**src/rtl/score_pkg.sv**
```systemverilog
// Shared types and constants for the score BCD converter.
package score_pkg;

    typedef enum logic [1:0] {
        ST_IDLE  = 2'd0,
        ST_SHIFT = 2'd1,
        ST_DONE  = 2'd2
    } state_e;

    // Largest value representable in the given number of decimal digits (10^digits - 1).
    function automatic longint unsigned max_value(input int digits);
        longint unsigned p;
        p = 64'd1;
        for (int i = 0; i < digits; i++) begin
            p = p * 64'd10;
        end
        return p - 64'd1;
    endfunction

endpackage

```
**src/rtl/bcd_add3_cell.sv**
```systemverilog
// Double-dabble correction cell: a BCD nibble of 5 or more gets 3 added
// so that the following left shift carries correctly into the next decade.
module bcd_add3_cell (
    input  logic [3:0] nib_in,
    output logic [3:0] nib_out
);

    // Pure combinational correction.
    always_comb begin
        nib_out = nib_in;
        if (nib_in >= 4'd5) begin
            nib_out = nib_in + 4'd3;
        end
    end

endmodule

```
**src/rtl/score_bcd_converter.sv**
```systemverilog
// Sequential binary-to-BCD converter for one on-screen number field.
// Produces held decimal digits, a leading-zero draw mask and a saturation flag.
//
//  state    | meaning
//  ---------+---------------------------------------------------------------
//  ST_IDLE  | waiting for start; outputs hold the last result
//  ST_SHIFT | one add-3/shift step per clock, BIN_WIDTH steps in total
//  ST_DONE  | publish digits/mask/overflow, pulse done, back to idle
module score_bcd_converter
    import score_pkg::*;
#(
    parameter int DIGITS    = 3,
    parameter int BIN_WIDTH = 10
) (
    input  logic                       clk,
    input  logic                       resetN,
    input  logic                       start,
    input  logic [BIN_WIDTH-1:0]       value_in,
    output logic [DIGITS-1:0][3:0]     digit,
    output logic [DIGITS-1:0]          digit_en,
    output logic                       overflow,
    output logic                       busy,
    output logic                       done
);

    localparam int              BCD_W    = DIGITS * 4;
    localparam int              CNT_W    = $clog2(BIN_WIDTH + 1);
    localparam longint unsigned MAX_VAL  = max_value(DIGITS);
    localparam logic [CNT_W-1:0] CNT_LOAD = CNT_W'(BIN_WIDTH);
    localparam logic [CNT_W-1:0] CNT_LAST = CNT_W'(1);

    state_e                   state_q, state_d;
    logic [BIN_WIDTH-1:0]     bin_q, bin_d;
    logic [BCD_W-1:0]         bcd_q, bcd_d;
    logic [CNT_W-1:0]         cnt_q, cnt_d;
    logic                     sat_q, sat_d;
    logic [DIGITS-1:0][3:0]   digit_q, digit_d;
    logic [DIGITS-1:0]        digit_en_q, digit_en_d;
    logic                     overflow_q, overflow_d;
    logic                     busy_q, busy_d;
    logic                     done_q, done_d;

    logic [BCD_W-1:0]         bcd_adj;
    logic                     bcd_carry_unused;
    logic [DIGITS-1:0]        lz_mask;
    logic                     seen_nz;
    logic                     sat_in;

    // Per-nibble add-3 correction applied before every shift.
    for (genvar g = 0; g < DIGITS; g++) begin : g_add3
        bcd_add3_cell u_add3 (
            .nib_in  (bcd_q[4*g +: 4]),
            .nib_out (bcd_adj[4*g +: 4])
        );
    end

    // The carry out of the top decade is dropped; the saturation path covers those values.
    assign bcd_carry_unused = bcd_adj[BCD_W-1];

    assign sat_in = (64'(value_in) > MAX_VAL);

    // Leading-zero mask: a digit is drawn if it or any more significant digit is non-zero; units always drawn.
    always_comb begin
        lz_mask = '0;
        seen_nz = 1'b0;
        for (int i = DIGITS - 1; i >= 0; i--) begin
            seen_nz    = seen_nz | (bcd_q[4*i +: 4] != 4'd0);
            lz_mask[i] = seen_nz | (i == 0);
        end
    end

    // Next-state and datapath computation.
    always_comb begin
        state_d    = state_q;
        bin_d      = bin_q;
        bcd_d      = bcd_q;
        cnt_d      = cnt_q;
        sat_d      = sat_q;
        digit_d    = digit_q;
        digit_en_d = digit_en_q;
        overflow_d = overflow_q;
        busy_d     = busy_q;
        done_d     = 1'b0;

        case (state_q)
            ST_IDLE: begin
                if (start) begin
                    bin_d   = value_in;
                    bcd_d   = '0;
                    cnt_d   = CNT_LOAD;
                    sat_d   = sat_in;
                    busy_d  = 1'b1;
                    state_d = ST_SHIFT;
                end
            end
            ST_SHIFT: begin
                bcd_d = {bcd_adj[BCD_W-2:0], bin_q[BIN_WIDTH-1]};
                bin_d = {bin_q[BIN_WIDTH-2:0], 1'b0};
                cnt_d = cnt_q - CNT_LAST;
                if (cnt_q == CNT_LAST) begin
                    state_d = ST_DONE;
                end
            end
            ST_DONE: begin
                if (sat_q) begin
                    digit_d    = {DIGITS{4'd9}};
                    digit_en_d = '1;
                end else begin
                    digit_d    = bcd_q;
                    digit_en_d = lz_mask;
                end
                overflow_d = sat_q;
                done_d     = 1'b1;
                busy_d     = 1'b0;
                state_d    = ST_IDLE;
            end
            default: begin
                busy_d  = 1'b0;
                state_d = ST_IDLE;
            end
        endcase
    end

    // State and registered outputs; reset aborts any conversion without a done pulse.
    always_ff @(posedge clk or negedge resetN) begin
        if (!resetN) begin
            state_q    <= ST_IDLE;
            bin_q      <= '0;
            bcd_q      <= '0;
            cnt_q      <= '0;
            sat_q      <= 1'b0;
            digit_q    <= '0;
            digit_en_q <= DIGITS'(1);
            overflow_q <= 1'b0;
            busy_q     <= 1'b0;
            done_q     <= 1'b0;
        end else begin
            state_q    <= state_d;
            bin_q      <= bin_d;
            bcd_q      <= bcd_d;
            cnt_q      <= cnt_d;
            sat_q      <= sat_d;
            digit_q    <= digit_d;
            digit_en_q <= digit_en_d;
            overflow_q <= overflow_d;
            busy_q     <= busy_d;
            done_q     <= done_d;
        end
    end

    assign digit    = digit_q;
    assign digit_en = digit_en_q;
    assign overflow = overflow_q;
    assign busy     = busy_q;
    assign done     = done_q;

endmodule

```
**config.mk**
```make
export PLATFORM = sky130hd
export DESIGN_NAME = score_bcd_converter
export DESIGN_NICKNAME = d
export VERILOG_FILES = /design/src/rtl/score_pkg.sv /design/src/rtl/bcd_add3_cell.sv /design/src/rtl/score_bcd_converter.sv
export SDC_FILE = /design/constraint.sdc
export NUM_CORES = 1
export LEC_CHECK = 0
export ABC_CLOCK_PERIOD_IN_PS = 1800
export BUFFER_PORTS_ARGS = -buffer_cell sky130_fd_sc_hd__buf_2
export CAP_MARGIN = 20
export CORE_UTILIZATION = 45
export DETAILED_ROUTE_END_ITERATION = 6
export GPL_TIMING_DRIVEN = 0
export RECOVER_POWER = 25
export SYNTH_ARGS = -nofsm -noshare
export SYNTH_HDL_FRONTEND = slang
export SYNTH_SLANG_ARGS = --single-unit
```
**constraint.sdc**
```tcl
create_clock -name clk -period 1.8 [get_ports clk]
set_clock_uncertainty 0.2 [all_clocks]
set_input_delay 0.54 -clock clk [delete_from_list [all_inputs] [get_ports clk]]
set_output_delay 0.54 -clock clk [all_outputs]
set_load 0.1 [all_outputs]
```
==> flow_summary.rst, run 1 <==
.. list-table::
   :header-rows: 1

   * - Metric
     - Value
   * - Post-synth net total
     - 258
   * - Total gr overflow
     - 0
   * - Layout fillers
     - 497
   * - DIE AREA
     - 5400 sq um
   * - CTS Buf Count
     - 5
   * - Number of storage elements in the synthesis netlist
     - 46
   * - Initial antenna violation count
     - 0
   * - Ratio of final minimum period to clock period
     - 0.9549
   * - Final Hold Violating Endpoints
     - 0
   * - Final setup violation count
     - 0
   * - Area share of the largest cell type after synthesis
     - 0.5005
   * - Share of synthesized area spent on multiplexers
     - 0
   * - Critical path launch point type
     - flop
   * - Post-synthesis xor/xnor area fraction
     - 0.007617
   * - Met3 Track Usage GR
     - 0.04115
   * - Maximum resistive drop on vdd
     - 886.9 uV
   * - Dominant combinational cell family by area after synthesis
     - compound AO/OA/AOI/OAI gates
   * - # Post-CTS Setup Buffers
     - 0
   * - Met1 routing resource usage after global routing
     - 0.2748
   * - Die Wd
     - between 70 and 80 microns
   * - Sequential element share of the synthesized area
     - 0.5005
   * - Fraction of layout cells with a size suffix above 1
     - 0.1934
   * - Arrival time reported for the critical path endpoint
     - 1710 ps
   * - Post-Synth Simple-Gate Area
     - 0.1774
   * - Worst-path clk slew
     - 80 ps
   * - Final critical-path required period
     - 1719 ps
   * - CTS tree
     - built
   * - Net count, final
     - 296
   * - Power Dens Cells
     - between 1500 and 2000 nW/um^2
   * - Type of the worst setup path
     - reg2reg
   * - Pin count of the biggest net entering global routing
     - 47
   * - Ranking of synthesized cells by area
     - sky130_fd_sc_hd__dfrtp_1 (50%), sky130_fd_sc_hd__nand2_1 (7.8%), sky130_fd_sc_hd__ha_1 (5.4%)
   * - Worst hold path class
     - reg2reg
   * - Non-filler instance count after layout
     - 341
   * - Final weighted congestion of routability-driven global placement
     - 0.8553
   * - Hold worst-path end
     - digit[8]
   * - Router iterations before antenna repair
     - 4
   * - Cell count of the worst reg-to-reg path
     - 5
   * - Highest-utilization routing layer at the global route stage
     - met2
   * - Clock net sink count
     - 46
   * - Warning count from the yosys run
     - 0
   * - Run status
     - complete, no violations
   * - DRC Markers
     - 0
   * - Starting utilization of the core area
     - 0.4774
   * - Area added between synthesis and finish
     - 17.52%
   * - DRC marker count from the first detailed-route iteration
     - 110
   * - Row count
     - 25
   * - Max Slew Vio Count
     - 0
   * - Mean post-synth cell area
     - between 9 and 10 sq um
   * - Kind of end point of the critical path
     - flop
   * - Global routing met2 resource utilization
     - 0.3211
   * - Reg2reg start
     - bcd_q[8]
   * - Routed vias
     - 1793
   * - Syn Inst Count
     - 235
   * - Root cell of the clock tree
     - sky130_fd_sc_hd__clkbuf_8
   * - Cell Count Post-Placement
     - 331
   * - Port Buf Inserts
     - 29
   * - Cell type with the highest aggregate area in the netlist
     - sky130_fd_sc_hd__dfrtp_1
   * - Setup TNS
     - 0 ps
   * - Post-DP HPWL
     - 3402 microns
   * - Clock latency on the worst-skew pair
     - 300 ps
   * - Total standard cell area after synthesis
     - between 2000 and 2500 sq um
   * - Max-capacitance violation count
     - 0
   * - Number of unique standard cell types used by synthesis
     - 39
   * - Final wirelength
     - 4876 microns
   * - Area share of fa/ha/maj cells after synthesis
     - 0.05441
   * - Via count of the first global-routing pass
     - 1739
   * - Leakage Power
     - 0.001298 uW
   * - F_max
     - 581.8 MHz
   * - Mean number of vias per cell
     - 5.258
   * - Worst hold path cell count
     - 2
   * - WL/cell
     - ~14 microns
   * - Synthesized-area fraction occupied by ao, oa, aoi and oai cells
     - 0.1991
   * - Antenna-violating nets left
     - 0
   * - Leading cell type in the layout, fill and taps excluded
     - sky130_fd_sc_hd__nand2_1
   * - R2r endpoint
     - digit_en[1]
   * - Total Routing Usage GR
     - 0.2052
   * - Setup repair after global routing missed its margin
     - no
   * - Most frequent cells in the layout
     - sky130_fd_sc_hd__nand2_1 (48), sky130_fd_sc_hd__dfrtp_1 (45), sky130_fd_sc_hd__o21ai_0 (20), sky130_fd_sc_hd__buf_2 (18), sky130_fd_sc_hd__buf_4 (18)
   * - CTS H-Tree Depth
     - 2
   * - Die extent in y
     - approximately 73 microns
   * - CP Data Required Time
     - approximately 1800 ps
   * - Standard cell core area
     - between 4000 and 5000 sq um
   * - Longest Clk Path Bufs
     - 2
   * - # diodes
     - 0
   * - Largest driver fanout on the critical path
     - 5
   * - Boundary Pins
     - 31
   * - Register-to-register setup slack
     - 80 ps
   * - Min-Delay Startpoint
     - digit[8]
   * - First-pass GRT wire length
     - around 8300 microns
[Yosys cell counts (all sizes together)]
cell type,number
a21oi,11
a22o,4
a22oi,1
a31oi,1
and2,2
and3,1
and3b,9
buf,10
clkbuf,3
conb,1
dfrtp,46
ha,10
inv,17
nand2,48
nand2b,1
nand3b,4
nand4,1
nor2,1
nor2b,5
nor3,1
nor3b,1
nor4,1
o2111ai,6
o211ai,4
o21a,3
o21ai,23
o21bai,1
o311ai,4
o31ai,11
or3b,1
or4b,1
xnor2,2
[metal layers]
layer | share of wire | routed length, microns | vias to the layer above
li1 | - | - | 900
met1 | 0.49 | 2385 | 844
met2 | 0.45 | 2217 | 37
met3 | 0.032 | 154 | 12
met4 | 0.024 | 119 | 0
met5 | 0 | 0 | -
[how the worst max path moves through the flow]
stage                            from          end  slack, ps
after CTS                        done         done          7
after detailed placement        start        sat_q         90
after global routing         bcd_q[8]  digit_en[1]        0.2
after floorplan           digit_en[1]  digit_en[1]        160
after global placement       bcd_q[4]     bcd_q[6]         90
final                        bcd_q[8]  digit_en[1]         80
[per-stage QoR]
step	total power (uW)	utilization	hold slack [ps]	setup slack [ps]	area (sq um)
3_5_place_dp	4369	0.5249	250.3	87.22	2529
6_report	5196	0.5610	270.2	81.26	2703
3_3_place_gp	4335	0.5249	245.7	89.72	2529
2_1_floorplan	3830	-	44.41	162.1	2300
5_1_grt	5546	0.5610	295.1	0.2423	2703
4_1_cts	5233	0.5553	249.2	6.754	2675
[repair_timing]
item                                   CTS  global route
setup endpoints to repair               16             2
endpoints found under the hold margin    0             3
cloned                                   0             0
hold buffers                             0             1
resized for setup                       16             2
[area by class of cell]
class                   instances  area, sq um  share of cell area
clock buffers                   7        76.32             0.02824
flip-flops and latches         46         1152              0.4264
inverters                      17        63.81             0.02361
multi-input cells             159         1012              0.3745
repair buffers                 31        217.7             0.08056
clock inverters                 1        30.03             0.01111
plain buffers                  13        66.31             0.02454
well taps                      67        83.83             0.03102
[report_power, final]
group	switching, uW	total [uW]	internal [uW]
Combinational	1920	2710	793
Clock	347	763	416
Sequential	293	1720	1430
Total	2560	5200	2640
[worst max-delay path, stage by stage, from the launching register on]
cell                      delay [ps]
sky130_fd_sc_hd__dfrtp_1         440
sky130_fd_sc_hd__inv_1           120
sky130_fd_sc_hd__ha_1            140
sky130_fd_sc_hd__or4b_4          470
sky130_fd_sc_hd__nor4_2          140
sky130_fd_sc_hd__a21oi_1          90
[cells by family (layout without fill, tap and decap cells)]
| group | after synthesis | after routing |
|---|---|---|
| other | 1 | 1 |
| xor gates and xnor gates | 2 | 2 |
| adders and majority gates | 10 | 10 |
| DFF | 46 | 46 |
| AOI/OAI and AO/OA | 69 | 69 |
| buffers and inverters | 30 | 69 |
| and+or+nand+nor | 77 | 77 |
[registers in the layout, summed over array words and instances (netlist names), 2 cells and up]
| name | count |
|---|---|
| bin_q | 10 |
| state_q | 2 |
| digit | 12 |
| digit_en | 2 |
| bcd_q | 12 |
| cnt_q | 4 |
(Power assumes the default switching activity.)
==> inputs of run 2 (changes only) <==
--- a/config.mk
+++ b/config.mk
@@ -10,4 +10,5 @@
 export CAP_MARGIN = 20
 export CORE_UTILIZATION = 45
+export CTS_CLUSTER_SIZE = 20
 export DETAILED_ROUTE_END_ITERATION = 6
 export GPL_TIMING_DRIVEN = 0
==> constraint.sdc (replaced) <==
create_clock -name clk -period 1.8 [get_ports clk]
set_clock_uncertainty 0.2 [all_clocks]
set_input_delay 0.45 -clock clk [delete_from_list [all_inputs] [get_ports clk]]
set_output_delay 0.45 -clock clk [all_outputs]
set_load 0.1 [all_outputs]
==> flow_summary.rst, run 2 (same netlist as run 1, synthesis figures left out) <==
.. list-table::
   :header-rows: 1

   * - Metric
     - Value
   * - Run status
     - complete, no violations
   * - # Post-CTS Setup Buffers
     - 0 (unchanged)
   * - Worst-path clk slew
     - 80 ps (about the same)
   * - Largest driver fanout on the critical path
     - 2 (-3)
   * - Power Dens Cells
     - 1923 nW/um^2 (about the same)
   * - Final critical-path required period
     - 1729 ps (+10.33 ps)
   * - Die extent in y
     - 73.49 microns (unchanged)
   * - Final wirelength
     - 4871 microns (-0.10%)
   * - Type of the worst setup path
     - reg2out
   * - CP Data Required Time
     - 1150 ps (-640 ps)
   * - Top Family by Delay on Critical Path
     - buffers and inverters
   * - Setup TNS
     - 0 ps (unchanged)
   * - Standard cell core area
     - 4817 sq um (unchanged)
   * - Leakage Power
     - 0.001285 uW (-1.0%)
   * - CTS Buf Count
     - 5 (unchanged)
   * - Ratio of final minimum period to clock period
     - 0.9606 (+0.005737)
   * - Mean number of vias per cell
     - 5.211 (-0.89%)
   * - Root cell of the clock tree
     - sky130_fd_sc_hd__clkbuf_8
   * - Clock latency on the worst-skew pair
     - 300 ps (about the same)
   * - Min-Delay Startpoint
     - value_in[8]
   * - Critical path launch point type
     - flop
   * - Max Slew Vio Count
     - 0 (unchanged)
   * - Clock net sink count
     - 46 (unchanged)
   * - Max-capacitance violation count
     - 0 (unchanged)
   * - Post-DP HPWL
     - 3402 microns (unchanged)
   * - Boundary Pins
     - 31 (unchanged)
   * - Combined buffer and inverter count along the critical path
     - 1 (unchanged)
   * - Crit-path cells
     - buf_2
   * - Port Buf Inserts
     - 29 (unchanged)
   * - DRC Markers
     - 0 (unchanged)
   * - Row count
     - 25 (unchanged)
   * - Maximum resistive drop on vdd
     - 845.2 uV (-4.7%)
   * - Final Hold Violating Endpoints
     - 0 (unchanged)
   * - CTS tree
     - built
   * - Longest Clk Path Bufs
     - 2 (unchanged)
   * - Layout fillers
     - 500 (+0.60%)
   * - Total Routing Usage GR
     - 0.2049 (-0.0002927)
   * - Kind of end point of the critical path
     - primary output
   * - Final setup violation count
     - 0 (unchanged)
   * - Reg2reg start
     - bcd_q[8]
   * - Pin slew with the least headroom to its limit
     - around 520 ps
   * - Setup repair after global routing missed its margin
     - no
   * - DIE AREA
     - 5400 sq um (unchanged)
   * - WL/cell
     - 14.28 microns (-0.10%)
   * - Critical path startpoint
     - digit_en[1]
   * - Leading cell type in the layout, fill and taps excluded
     - sky130_fd_sc_hd__nand2_1
   * - First-pass GRT wire length
     - 8266 microns (-0.24%)
   * - Longest individual stage delay on the worst path
     - 430 ps (-40 ps)
   * - Die Wd
     - 73.49 microns (unchanged)
   * - Initial antenna violation count
     - 0 (unchanged)
   * - Final Total Pwr
     - 5103 uW (-1.8%)
   * - DRC marker count from the first detailed-route iteration
     - 94 (-15%)
   * - Via count of the first global-routing pass
     - 1724 (-0.86%)
   * - Standard cell with the maximum stage delay on the critical path
     - sky130_fd_sc_hd__buf_2
   * - Routed vias
     - 1777 (-0.89%)
   * - Final weighted congestion of routability-driven global placement
     - 0.8553 (unchanged)
   * - Most frequent cells in the layout
     - sky130_fd_sc_hd__nand2_1 (48), sky130_fd_sc_hd__dfrtp_1 (45), sky130_fd_sc_hd__buf_2 (35), sky130_fd_sc_hd__o21ai_0 (20), sky130_fd_sc_hd__inv_1 (17)
   * - Net count, final
     - 296 (unchanged)
   * - Total gr overflow
     - 0 (unchanged)
   * - # diodes
     - 0 (unchanged)
   * - Worst hold path class
     - in2reg
   * - Starting utilization of the core area
     - 0.4774 (unchanged)
   * - F_max
     - 578.3 MHz (-0.60%)
   * - Pin count of the biggest net entering global routing
     - 47 (unchanged)
   * - Fraction of layout cells with a size suffix above 1
     - 0.1934 (unchanged)
   * - Worst slew margin relative to its limit
     - 0.6557
   * - Area added between synthesis and finish
     - 15.40%
   * - Antenna-violating nets left
     - 0 (unchanged)
   * - Arrival time reported for the critical path endpoint
     - 1080 ps (-630 ps)
   * - Router iterations before antenna repair
     - 4 (unchanged)
   * - CTS H-Tree Depth
     - 2 (unchanged)
[run 2: repair_timing]
item	CTS	global route
hold endpoints to repair	0	19
setup endpoints to repair	0	1
hold buffers	0	1
resized for setup	0	1
[run 2: report_power, final]
| group | internal (uW) | switching, uW |
|---|---|---|
| logic | 709 | 1920 |
| registers | 1430 | 287 |
| clock network | 416 | 344 |
| total | 2550 | 2550 |
[run 2: stage by stage]
step	worst slack, ps	hold slack (ps)	cell area (sq um)	utilization	std cells
after floorplan	191.8	-45.59	2300	-	235
after global placement	89.72	245.7	2529	0.5249	331
after detailed placement	90.72	250.3	2529	0.5249	331
after CTS	52.28	159.2	2635	0.5470	339
after global routing	0.3437	248.5	2654	0.5509	341
final	70.94	250.0	2654	0.5509	341
[run 2: final cells by class]
cell class | instances | area [sq um] | area share
sequential | 46 | 1152 | 0.4342
multi-input combinational | 159 | 1012 | 0.3814
timing repair buffer | 31 | 162.7 | 0.06129
tap | 67 | 83.83 | 0.03159
clock buffer | 7 | 76.32 | 0.02876
buffer | 13 | 72.57 | 0.02735
inverter | 17 | 63.81 | 0.02405
clock inverter | 1 | 30.03 | 0.01132
[run 2: path summary, 6_finish.rpt]
| kind | endpoint | slack (ps) | depth (start not counted) |
|---|---|---|---|
| max | digit_en[1] | 70 | 1 |
| min | sat_q | 250 | 3 |
| max reg2reg | digit_en[1] | 80 | 5 |
| min reg2reg | digit[8] | 260 | 2 |
| max in group asynchronous | bcd_q[10] | 220 | 3 |
| min in group asynchronous | digit[6] | 450 | 2 |
[run 2: per-layer routing]
layer  routed length (microns)  part of all wire  GRT usage
met1                      2422              0.50     0.2801
met2                      2154              0.44     0.3140
met3                       172             0.035    0.04115
met4                       121             0.025    0.09188
met5                         0                 0          0
